$ cat src/rtl/axis_flit_serializer.sv
// Splits each AXIS beat into SERIALIZATION_FACTOR flits and drives a credit-based router port.
// Latency: first flit one cycle after accept; beats stream back-to-back at SERIALIZATION_FACTOR cycles each.
// Backpressure: flits stall in place at zero credit; axis_tready opens only when the holding register frees.
module axis_flit_serializer #(
    parameter int TDATA_WIDTH          = 32,
    parameter int DEST_WIDTH           = 4,
    parameter int SERIALIZATION_FACTOR = 4,
    parameter int FLIT_WIDTH           = TDATA_WIDTH / SERIALIZATION_FACTOR,
    parameter int FLIT_BUFFER_DEPTH    = 8,
    parameter int CREDIT_WIDTH         = $clog2(FLIT_BUFFER_DEPTH + 1),
    parameter bit LSB_FIRST            = 1'b1
) (
    input  logic                    clk_noc,
    input  logic                    rst_noc_sync,
    input  logic                    axis_tvalid,
    output logic                    axis_tready,
    input  logic [TDATA_WIDTH-1:0]  axis_tdata,
    input  logic                    axis_tlast,
    input  logic [DEST_WIDTH-1:0]   axis_tdest,
    output logic [FLIT_WIDTH-1:0]   data_out,
    output logic [DEST_WIDTH-1:0]   dest_out,
    output logic                    is_tail_out,
    output logic                    send_out,
    input  logic                    credit_in,
    output logic [CREDIT_WIDTH-1:0] credits_avail,
    output logic                    credit_err
);

    localparam int IDX_WIDTH = (SERIALIZATION_FACTOR > 1) ? $clog2(SERIALIZATION_FACTOR) : 1;
    localparam logic [IDX_WIDTH-1:0]    LAST_IDX   = IDX_WIDTH'(SERIALIZATION_FACTOR - 1);
    localparam logic [CREDIT_WIDTH-1:0] CREDIT_MAX = CREDIT_WIDTH'(FLIT_BUFFER_DEPTH);

    logic                                          hold_valid;
    logic [SERIALIZATION_FACTOR-1:0][FLIT_WIDTH-1:0] hold_data;
    logic [DEST_WIDTH-1:0]                         hold_dest;
    logic                                          hold_last;
    logic [IDX_WIDTH-1:0]                          flit_idx;
    logic [IDX_WIDTH-1:0]                          slice_idx;
    logic [CREDIT_WIDTH-1:0]                       credit_cnt;
    logic                                          last_flit;
    logic                                          accept;

    assign last_flit     = (flit_idx == LAST_IDX);
    assign send_out      = hold_valid & (credit_cnt != '0) & ~rst_noc_sync;
    assign axis_tready   = ~rst_noc_sync & (~hold_valid | (send_out & last_flit));
    assign accept        = axis_tvalid & axis_tready;
    assign is_tail_out   = send_out & hold_last & last_flit;
    assign slice_idx     = LSB_FIRST ? flit_idx : (LAST_IDX - flit_idx);
    assign data_out      = hold_data[slice_idx];
    assign dest_out      = hold_dest;
    assign credits_avail = credit_cnt;

    // A load on the last flit's cycle overrides the clear, so beats stream without a bubble.
    always_ff @(posedge clk_noc) begin
        if (rst_noc_sync) begin
            hold_valid <= 1'b0;
            flit_idx   <= '0;
        end else if (accept) begin
            hold_valid <= 1'b1;
            hold_data  <= axis_tdata;
            hold_dest  <= axis_tdest;
            hold_last  <= axis_tlast;
            flit_idx   <= '0;
        end else if (send_out) begin
            if (last_flit) begin
                hold_valid <= 1'b0;
                flit_idx   <= '0;
            end else begin
                flit_idx <= flit_idx + IDX_WIDTH'(1);
            end
        end
    end

    always_ff @(posedge clk_noc) begin
        if (rst_noc_sync) begin
            credit_cnt <= CREDIT_MAX;
            credit_err <= 1'b0;
        end else if (send_out && !credit_in) begin
            credit_cnt <= credit_cnt - CREDIT_WIDTH'(1);
        end else if (!send_out && credit_in) begin
            // A return beyond the buffer depth means downstream lost track; saturate and flag.
            if (credit_cnt == CREDIT_MAX) begin
                credit_err <= 1'b1;
            end else begin
                credit_cnt <= credit_cnt + CREDIT_WIDTH'(1);
            end
        end
    end

endmodule

$ cat config.mk
export PLATFORM = sky130hd
export DESIGN_NAME = axis_flit_serializer
export DESIGN_NICKNAME = d
export VERILOG_FILES = /design/src/rtl/axis_flit_serializer.sv
export SDC_FILE = /design/constraint.sdc
export NUM_CORES = 1
export LEC_CHECK = 0
export ABC_AREA = 1
export CORE_ASPECT_RATIO = 1.5
export CORE_UTILIZATION = 48
export DETAILED_ROUTE_END_ITERATION = 12
export GPL_TIMING_DRIVEN = 0
export MAX_ROUTING_LAYER = met4
export PLACE_DENSITY = 0.9
export SYNTH_ARGS = -nofsm -noshare
export SYNTH_HDL_FRONTEND = slang
export SYNTH_SLANG_ARGS = --single-unit
$ cat constraint.sdc
create_clock -name clk_noc -period 7.23 [get_ports clk_noc]
set_input_delay 1.446 -clock clk_noc [delete_from_list [all_inputs] [get_ports clk_noc]]
set_output_delay 1.446 -clock clk_noc [all_outputs]
set_load 0.01 [all_outputs]
* Yosys cells after proc, flatten, opt, wreduce, memory -nomap -nowiden *
Index checks and enable logic that the tools add are counted.

storage, ports and cells
  register bits = 45
  input bits = 41
  output and inout bits = 20

cells by class
  add/subtract/negate cells = 3
  magnitude comparators = 1
  eq/ne operators = 3
  mux-type cells = 9
  bitwise gates (word level) = 11
  reductions and logical operators = 13

operators with widths
  kind                                                                           number
  8-bit binary-select mux with 2-bit select                                      1
  4-bit two-way mux                                                              3
  8-bit two-way mux                                                              1
  1-bit AND                                                                      7
  2-bit AND reduction                                                            3
  2-bit nonzero test                                                             3
  4-bit by 1-bit adder with 4-bit output (second input constant)                 1
  4-bit == test (second input constant)                                          1
  4-bit nonzero test                                                             1
  4-bit by 1-bit subtractor with 4-bit output (second input constant)            1
  2-bit by 3-bit less-than comparator with 1-bit output (second input constant)  1
  1-bit two-way mux                                                              3
  1-bit inverter                                                                 3
  3-bit AND reduction                                                            1
  2-bit by 1-bit adder with 2-bit output (second input constant)                 1
  2-bit == test (second input constant)                                          1
  1-bit logical AND                                                              2
  1-bit logical NOT                                                              2
  2-bit two-way mux                                                              1
  2-bit inequality test (second input constant)                                  1
  2-bit OR reduction                                                             1
  1-bit OR                                                                       1

* Depth between registers and ports, before layout *
  word-level depth = 9
  mapped depth = 13
  mapped depth without buffers = 13

* Worst setup path before layout *
OpenSTA, ideal clock, no wires.

  path kind = input to register
  from = in rst_noc_sync
  to = reg hold_dest[0] (netlist: dest_out[0]), enable pin
  data arrival time = 4.373 ns
  required time = 6.752 ns
  path slack = 2.379 ns
  stages on the path = 5
  path buffers = 0
  cells stage by stage = nor2_1 -> nand3_1 -> nand2_1 -> inv_2 -> nor3_1

on the way
  cells in the longest elaborated chain, start to end = 7

RTL lines
  element                                   line  text
  start: declaration                        14    input logic rst_noc_sync,
  1-bit inverter (no source line) (*)       --
  1-bit AND                                 44    assign send_out = hold_valid & (credit_cnt != '0) & ~rst_noc_sync;
  1-bit AND                                 45    assign axis_tready = ~rst_noc_sync & (~hold_valid | (send_out & last_flit));
  1-bit OR                                  45
  1-bit AND                                 45
  1-bit AND                                 46    assign accept = axis_tvalid & axis_tready;
  2-bit AND reduction (no source line) (*)  --
  end signal: assignment                    61    hold_dest <= axis_tdest;
  end: declaration                          35    logic [DEST_WIDTH-1:0] hold_dest;

Mark *: on every way between the ends. The rest lies on a longest branch, timed or not.
A chain may end at the register's enable or synchronous reset.

* Worst setup path in the final report *
  from = in rst_noc_sync
  to = out axis_tready

on the way
  cells in the longest elaborated chain, start to end = 5

RTL lines
  element                              line  text
  1-bit inverter (no source line) (*)  --
  1-bit AND                            44
  1-bit AND                            45
  1-bit OR                             45
  1-bit AND (*)                        45
  end: declaration                     16    output logic axis_tready,

Marked as above.

==> metrics.md <==
| Metric | Value |
|---|---|
| CP delay by family, top | `buffers and inverters` |
| Synth warnings | `0` |
| Final #Nets | `273` |
| Req. time, crit path | `~5800 ps` |
| CP max stage delay | `around 540 ps` |
| Setup TNS | `0 ps` |
| Max-cap violations | `0` |
| Post-synthesis cell area | `approximately 1800 sq um` |
| Final setup fails | `0` |
| Num CTS Buffers | `5` |
| Register area share after synthesis | `69.1%` |
| Synth cell types | `21` |
| Post-layout min period | `4560 ps` |
| Fillers | `roughly 260` |
| Die W | `52.5 um` |
| Synth-to-Final Area Change | `42.6%` |
| Post-synth top flop | `edfxtp_1` |
| Critical path's slowest cell | `clkdlybuf4s50_1` |
| CTS Hold Bufs | `0` |
| Hold Fails Final Rpt | `0` |
| Drt first pass iters | `4` |
| Critical path arrival | `3110 ps` |
| Worst ir drop on vdd | `0.179 mV` |
| Ratio of final minimum period to clock period | `63.1%` |
| Post-synth top area cell | `edfxtp_1` |
| Critical path endpoint category | `output pin` |
| Root Driver | `clkbuf_8` |
| Leak | `roughly 0.001 uW` |
| Total GRT Usage | `between 20% and 30%` |
| N_diodes | `0` |
| Reg area | `1270 sq um` |
| Asr flop ratio synth | `0%` |
| Clock H-tree levels | `2` |
| Post-Syn Instances | `157` |
| R2R Setup Slk | `4970 ps` |
| Core Box Area | `3680 sq um` |
| Initial antenna violation count | `0` |
| Syn_nets | `203` |
| Post-cts sizing count | `0` |
| Area of the multi-input gates | `~490 sq um` |
| Critical Path, Cell by Cell | `clkdlybuf4s50_1 > nor2_1 > nand3_1 > nand2_1 > inv_2 > nor2_1 > clkdlybuf4s50_1` |
| Post-route cell area | `2620 sq um` |
| RSZ-0062 raised after global routing | `false` |
| Worst setup SP type | `primary input` |
| RD Place Congestion | `0.768` |
| Routed Antenna Nets | `0` |
| Clock buffer depth | `2` |
| DRC Markers | `0` |
| Via count | `1394` |
| Post-synthesis register bit count | `45` |
| Post-synth EDFFs | `37` |
| CTS tree | `built` |
| # Post-CTS Setup Buffers | `0` |
| Pwr Density | `214 nW/um^2` |
| Most common cell after layout, fill and taps aside | `clkdlybuf4s50_1` |
| Vias in the first global route | `1393` |
| Worst-path clk slew | `80 ps` |
| Commonest non-fill, non-tap cells in the layout | `clkdlybuf4s50_1, edfxtp_1, nor2_1` |
| Placed inst area | `2540 sq um` |
| TritonCTS Sinks | `45` |
| Via density | `5.14` |
| Drt wl/cell | `13.1 um` |
| Pin count of the biggest net entering global routing | `15` |
| Slew @ Worst Pin | `688 ps` |
| Kind of critical path | `primary input to output pin` |
| DP HPWL | `2700 um` |
| Final slew viol count | `0` |
| Height of the die | `77.8 um` |
| Area share of the largest cell type after synthesis | `between 60% and 70%` |
| Share of layout cells above drive strength 1 | `around 9.6%` |
| Hold Path Origin | `credit_err` |
| Port Buffer Count | `60` |
| Grt total ovfl | `0` |
| Crit Path Max Fanout | `6` |
| First-pass GRT wire length | `5900 um` |
| Row cnt | `27` |
| Ranking of synthesized cells by area | `edfxtp_1, dfxtp_1, o21ai_0` |
| Clk Latency, worst-skew pair | `290 ps` |
| Status | `complete, no violations` |
| Syn avg cell area | `11.7 sq um` |
| Fin Clk Skew | `3.05 ps` |
| WL final | `3560 um` |
| Die area | `roughly 4100 sq um` |
| DR iter-0 viols | `36` |
| Initial core utilization | `49.9%` |
| Worst reg2reg startpoint | `flit_idx[1]` |
| Max Freq | `219 MHz` |
| Number of buffers and inverters on the critical path | `3` |
| Worst hold path class | `flip-flop to flip-flop` |
| I/O pin cnt | `61` |
| Worst setup path startpoint | `rst_noc_sync` |
| Slew margin rel. | `53.9%` |
## cell usage after synthesis (2+ instances only)
library cell and number:
edfxtp_1 37, nor2_1 25, o21ai_0 20, inv_1 16, nand2_1 10, dfxtp_1 8, o22ai_1 8, nand3_1 7
a21oi_1 5, ha_1 5, buf_2 2, inv_2 2, nand4_1 2, nor2_2 2, o21ai_2 2
## worst reg2reg max path: cells and delay by family (launching register included)
family	cells	cell delay, ps
fa+ha+maj	1	230
flops	1	520
buf+inv	3	460
simple gates	3	750
## cell families (layout without fill, tap and decap cells)
group | count (synthesis) | in the layout | synth area share [%]
AOI/OAI and AO/OA | 35 | 35 | 10.5
xor gates and xnor gates | 1 | 1 | 0.476
adders and majority gates | 5 | 5 | 3.40
buffers and inverters | 21 | 92 | 4.63
DFF | 45 | 45 | 69.1
and+or+nand+nor | 50 | 50 | 11.9
## power breakdown
part           switching (uW)  leakage (uW)  internal (uW)
sequential               11.9      0.000408            298
combinational            49.6      0.000543           57.8
clock                    78.2     0.0000455           66.7
total                     140      0.000996            422
## per-layer routing
layer  vias up  track usage [%]  share of wire [%]
met2        62             33.8                 56
met5         -                -                  0
met3         9             5.49                6.1
met4         0             10.5                2.5
met1       636             22.7                 36
li1        687                -                  -
## final cells by class
cell class / instances / area share (%)
buffer: 3 / 0.668
multi-input combinational: 91 / 18.6
tap: 43 / 2.05
clock buffer: 5 / 2.62
clock inverter: 3 / 0.668
sequential: 45 / 48.5
inverter: 18 / 2.58
timing repair buffer: 63 / 24.3
## metrics by stage
| step | total power (uW) | worst slack (ps) | std cells | utilization [%] | hold WS, ps |
|---|---|---|---|---|---|
| 6_report | 562 | 2670 | 271 | 71.2 | 451 |
| 5_1_grt | 594 | 2510 | 271 | 71.2 | 488 |
| 4_1_cts | 569 | 2680 | 271 | 71.2 | 455 |
| 3_5_place_dp | 424 | 2680 | 263 | 68.9 | 443 |
| 3_3_place_gp | 418 | 920 | 260 | 67.7 | 440 |
| 2_1_floorplan | 365 | 2380 | 157 | - | 468 |
## state kept, by name, indices dropped and copies added (netlist names)
| signal | count |
|---|---|
| hold_last | 1 |
| credits_avail | 4 |
| credit_err | 1 |
| hold_valid | 1 |
| flit_idx | 2 |
| hold_data | 32 |
| dest_out | 4 |
## worst paths after layout
path,cells after the start,to
setup reg to reg,7,hold_data[29]
hold reg to reg,2,credit_err
hold / removal,2,credit_err
setup / recovery,7,axis_tready
(Power assumes the default switching activity.)
==> variant 1, RTL diff (config.mk and constraints unchanged) <==
Change the parameter `SERIALIZATION_FACTOR` from 4 to 2.
--- a/src/rtl/axis_flit_serializer.sv
+++ b/src/rtl/axis_flit_serializer.sv
@@ -6,3 +6,3 @@
     parameter int DEST_WIDTH           = 4,
-    parameter int SERIALIZATION_FACTOR = 4,
+    parameter int SERIALIZATION_FACTOR = 2,
     parameter int FLIT_WIDTH           = TDATA_WIDTH / SERIALIZATION_FACTOR,
Ports: changed (resized data_out); port bits go from 61 to 69. No check against the original RTL was run, so the function may have changed too.
==> variant 1 against the unedited design <==
- sequential power down 1%
- combinational power up 14%
- global-route usage up 3.0 points
- non-clock buffer count up 6
- register-to-register slack better by 30 ps
- final area up 0.76%
- worst setup slack better by 1.6 ps
- wire length up 16%
- count of clock-buffer cells in the layout up 1
- power up 8.6%
- sequential cell count down 1
- area after synthesis down 3.2%
- largest cell class unchanged
- highest routed layer unchanged
==> variant 1: results (changes against the unedited design) <==
[outcome]
status = completed

[synth]
async_flop_share_pct = 0  ; unchanged
synth_xor_area_share_pct = 0.492  ; +0.016 points
ys_types = 24  ; +14%
synthTopCellsByArea = edfxtp_1 62%, nand2_1 12%, dfxtp_1 7.9%
synth_mux_area_share_pct = 0  ; unchanged
ys_warn_count = 0  ; unchanged
synth-edff-count = 37  ; unchanged
synth_common_cells = 56 x nand2_1, 37 x edfxtp_1, 12 x inv_1
ys_seq_area_share_pct = 70.3  ; +1.2 points
synth_nets = 198  ; -2.5%
synth_compound_area_share_pct = 2.74  ; -7.7 points
synth_adder_area_share_pct = 2.81  ; -0.59 points

[route]
vias_per_cell = 5.08  ; -1.3%
wirelength_mm = 4.13  ; +16%
drt_iter0_drc = 40  ; +11%
first_pass_iters = 4  ; unchanged

[pwr]
ir_worst_vdd_uv = 217  ; +21%
internal-power_uw = 459  ; +8.8%
leakagePower_nw = 1.08  ; +7.9%

[finish]
largest_reg_flops = 32  ; unchanged
n_antenna_cell = 0  ; unchanged
layout-drive-gt1-share_pct = 9.13  ; -0.52 points
regMostFlops = hold_data
nNetsFinal = 274  ; +0.37%

[setup_path]
worstPathArrival_ps = 3110  ; about the same
r2r_start = credits_avail[0]
startpoint = rst_noc_sync
path_max_fanout = 7  ; +1

[global_route]
antenna_found_initial = 0  ; unchanged
grt_max_degree = 21  ; +6
track_usage_pct = 23.7  ; +3.0 points
grt_pass1_vias = 1452  ; +4.2%
grt_pass1_wl_mm = 6.41  ; +8.7%

[place]
preCtsSetupSlack_ps = 2660  ; -18.8 ps
dpl_cell_area_mm2 = 0.00253  ; about the same
place_congestion = 0.749  ; -2.5%
hpwl_mm = 2.98  ; +10%
io_buffer_count = 68  ; +13%

[worst_hold_path]
hold_class = reg2reg
hp-start = credit_err

[clocking]
cts_resized = 0  ; unchanged
clockBufferDepth = 2  ; unchanged
path_clk_slew_ps = 80  ; about the same
postCtsSetupRepairBufs = 0  ; unchanged
h-tree-depth = 2  ; unchanged
clkLatencyLatePin_ps = 300
ctsRootBufferMaster = clkbuf_8
cts_buffers = 5  ; unchanged

[timing]
fin_skew_ps = 8.10  ; +5.05 ps
slew_headroom_pct = 37.6  ; -16 points

==> variant 1: cell types whose count changed in the layout (fill, tap and decap cells not counted), moves of 4 or more <==
| cell | unedited run | this run |
|---|---|---|
| clkdlybuf4s50_1 | 60 | 68 |
| inv_1 | 16 | 12 |
| nand2_1 | 10 | 56 |
| nor2_1 | 25 | 5 |
| o21ai_0 | 20 | 1 |
| o22ai_1 | 8 | 0 |
==> variant 1: metrics by stage <==
step           instances  hold slack (ps)
2_1_floorplan        153              468
3_3_place_gp         263              441
3_5_place_dp         264              456
5_1_grt              272              484
4_1_cts              272              467
6_report             272              460
==> variant 1: area by class of cell <==
class	instances	area [um2]
sequential	44	1250
fill	225	838
timing repair buffer	69	696
multi-input combinational	91	463
clock buffer	6	72.6
inverter	15	56.3
tap	42	52.6
clock inverter	2	35.0
buffer	3	16.3
==> variant 1: power by group through the flow <==
stage	Combinational [mW]	Sequential, mW	Clock, mW
floorplan	0.0546	0.313	0
global placement	0.117	0.311	0
detailed placement	0.122	0.311	0
CTS	0.124	0.306	0.184
global route	0.134	0.307	0.192
finish	0.122	0.306	0.182
==> variant 1: per-layer routing <==
layer,wire [um],up-vias,global-route usage [%]
met1,1470,635,22.0
li1,-,659,-
met3,230,20,6.39
met4,201,0,12.7
met5,0,-,-
met2,2230,67,41.9
==> variant 1: path summary, 6_finish.rpt <==
kind,to,slack [ps],depth (start not counted)
worst max-delay path,axis_tready,2670,7
worst min-delay path,credit_err,460,2
worst max register to register,hold_data[27],5000,7
worst min register to register,credit_err,460,2
==> variant 1: critical path, cell delays in order <==
cell and delay [ps]:
clkdlybuf4s50_1 520, inv_1 220, nand4_2 150, nand2_1 110, inv_2 60, nor2_1 80, clkdlybuf4s50_1 530
==> variant 2, RTL diff (same settings) <==
Without the edit above. Put one more register stage on the output `credits_avail`, cleared by the reset. The value now appears one clock later. The other outputs are not delayed to match.
--- a/src/rtl/axis_flit_serializer.sv
+++ b/src/rtl/axis_flit_serializer.sv
@@ -50,3 +50,9 @@
     assign dest_out      = hold_dest;
-    assign credits_avail = credit_cnt;
+    always_ff @(posedge clk_noc) begin
+        if (rst_noc_sync) begin
+            credits_avail <= '0;
+        end else begin
+            credits_avail <= credit_cnt;
+        end
+    end
 
Check against the original RTL: not equivalent (Yosys sat finds a counterexample within 4 cycles, from zero or initial values and one cycle with rst_noc_sync high).
==> variant 2 against the unedited design <==
- final area rose by 4.1%
- area after synthesis rose by 6.2%
- wire length rose by 3.7%
- sequential cell count rose by 4
- power fell by 0.64%
- sequential share of layout area rose by 1.0 points
- critical path type unchanged
- hold slack improved by 4.8 ps
- worst setup slack improved by 110 ps
==> variant 2: results (changes against the unedited design) <==
[synth]
synth_compound_area_share_pct = 9.87  ; -0.61 points
ys_types = 23  ; +9.5%
synth_common_cells = 37 x edfxtp_1, 27 x nor2_1, 19 x o21ai_0
ys_ff_latch = 49  ; +8.9%
synthCells = 168  ; +7.0%
synth_nets = 214  ; +5.4%
synthTopCellsByArea = edfxtp_1 57%, dfxtp_1 12%, nor2_1 5.2%
synth_xor_area_share_pct = 0.448  ; -0.028 points
ys_seq_area_share_pct = 69.2  ; +0.071 points

[place]
hpwl_mm = 2.86  ; +6.0%
dpl_cell_area_mm2 = 0.00265  ; +4.4%
preCtsSetupSlack_ps = 2780  ; +99.2 ps
place_congestion = 0.754  ; -1.8%

[finish]
layout-drive-gt1-share_pct = 9.21  ; -0.44 points
sh_seq_area_pct = 49.5  ; +1.0 points
buffers = 67  ; +1.5%
multi_input_area_share_pct = 18.7  ; +0.092 points
nonClkBufAreaFrac_pct = 24.0  ; -0.99 points
fillers = 280  ; +8.9%
inv_count = 20  ; +2
fin_util_pct = 69.6  ; -1.6 points
multi_input_gates = 95  ; +4.4%

[global_route]
antenna_found_initial = 0  ; unchanged
track_usage_pct = 20.2  ; -0.57 points
grt_pass1_vias = 1373  ; -1.4%
grt_pass1_wl_mm = 5.99  ; +1.5%
grt_max_degree = 15  ; unchanged

[route]
vias_per_cell = 5.05  ; -1.9%
wl_per_cell_um = 13.0  ; -1.1%
wirelength_mm = 3.69  ; +3.7%

[timing]
fmax_mhz = 225  ; +2.4%
worstMarginPinSlew_ps = 599  ; -88.3 ps
fin_skew_ps = 9.35  ; +6.30 ps

[setup_path]
path_max_fanout = 3  ; -3
timing.rr.end = hold_data[21]
rrSetupSlack_ps = 4850  ; -120 ps

[pwr]
leakagePower_nw = 1.04  ; +3.9%

[outcome]
status = completed

[clocking]
cts_resized = 0  ; unchanged

==> variant 2: changes by cell type in the layout (fill, tap and decap cells not counted), sizes merged <==
| cell | unedited run | this run |
|---|---|---|
| o21ai | 22 | 21 |
| nor2 | 27 | 29 |
| xor2 | 1 | 0 |
| inv | 18 | 20 |
| a21oi | 5 | 6 |
| xnor2 | 0 | 1 |
| nand2 | 11 | 13 |
| dfxtp | 8 | 12 |
| clkbuf | 5 | 6 |
==> variant 2: layer usage <==
metal  share of wire [%]  track usage (%)
met5                   0                -
met1                  37             21.4
met3                 3.9             4.36
met4                 2.9             9.23
met2                  56             34.7
==> variant 2: power breakdown <==
part / internal [mW] / switching [mW]
clock: 0.0652 / 0.0840
sequential: 0.318 / 0.00699
combinational: 0.0460 / 0.0383
total: 0.429 / 0.129
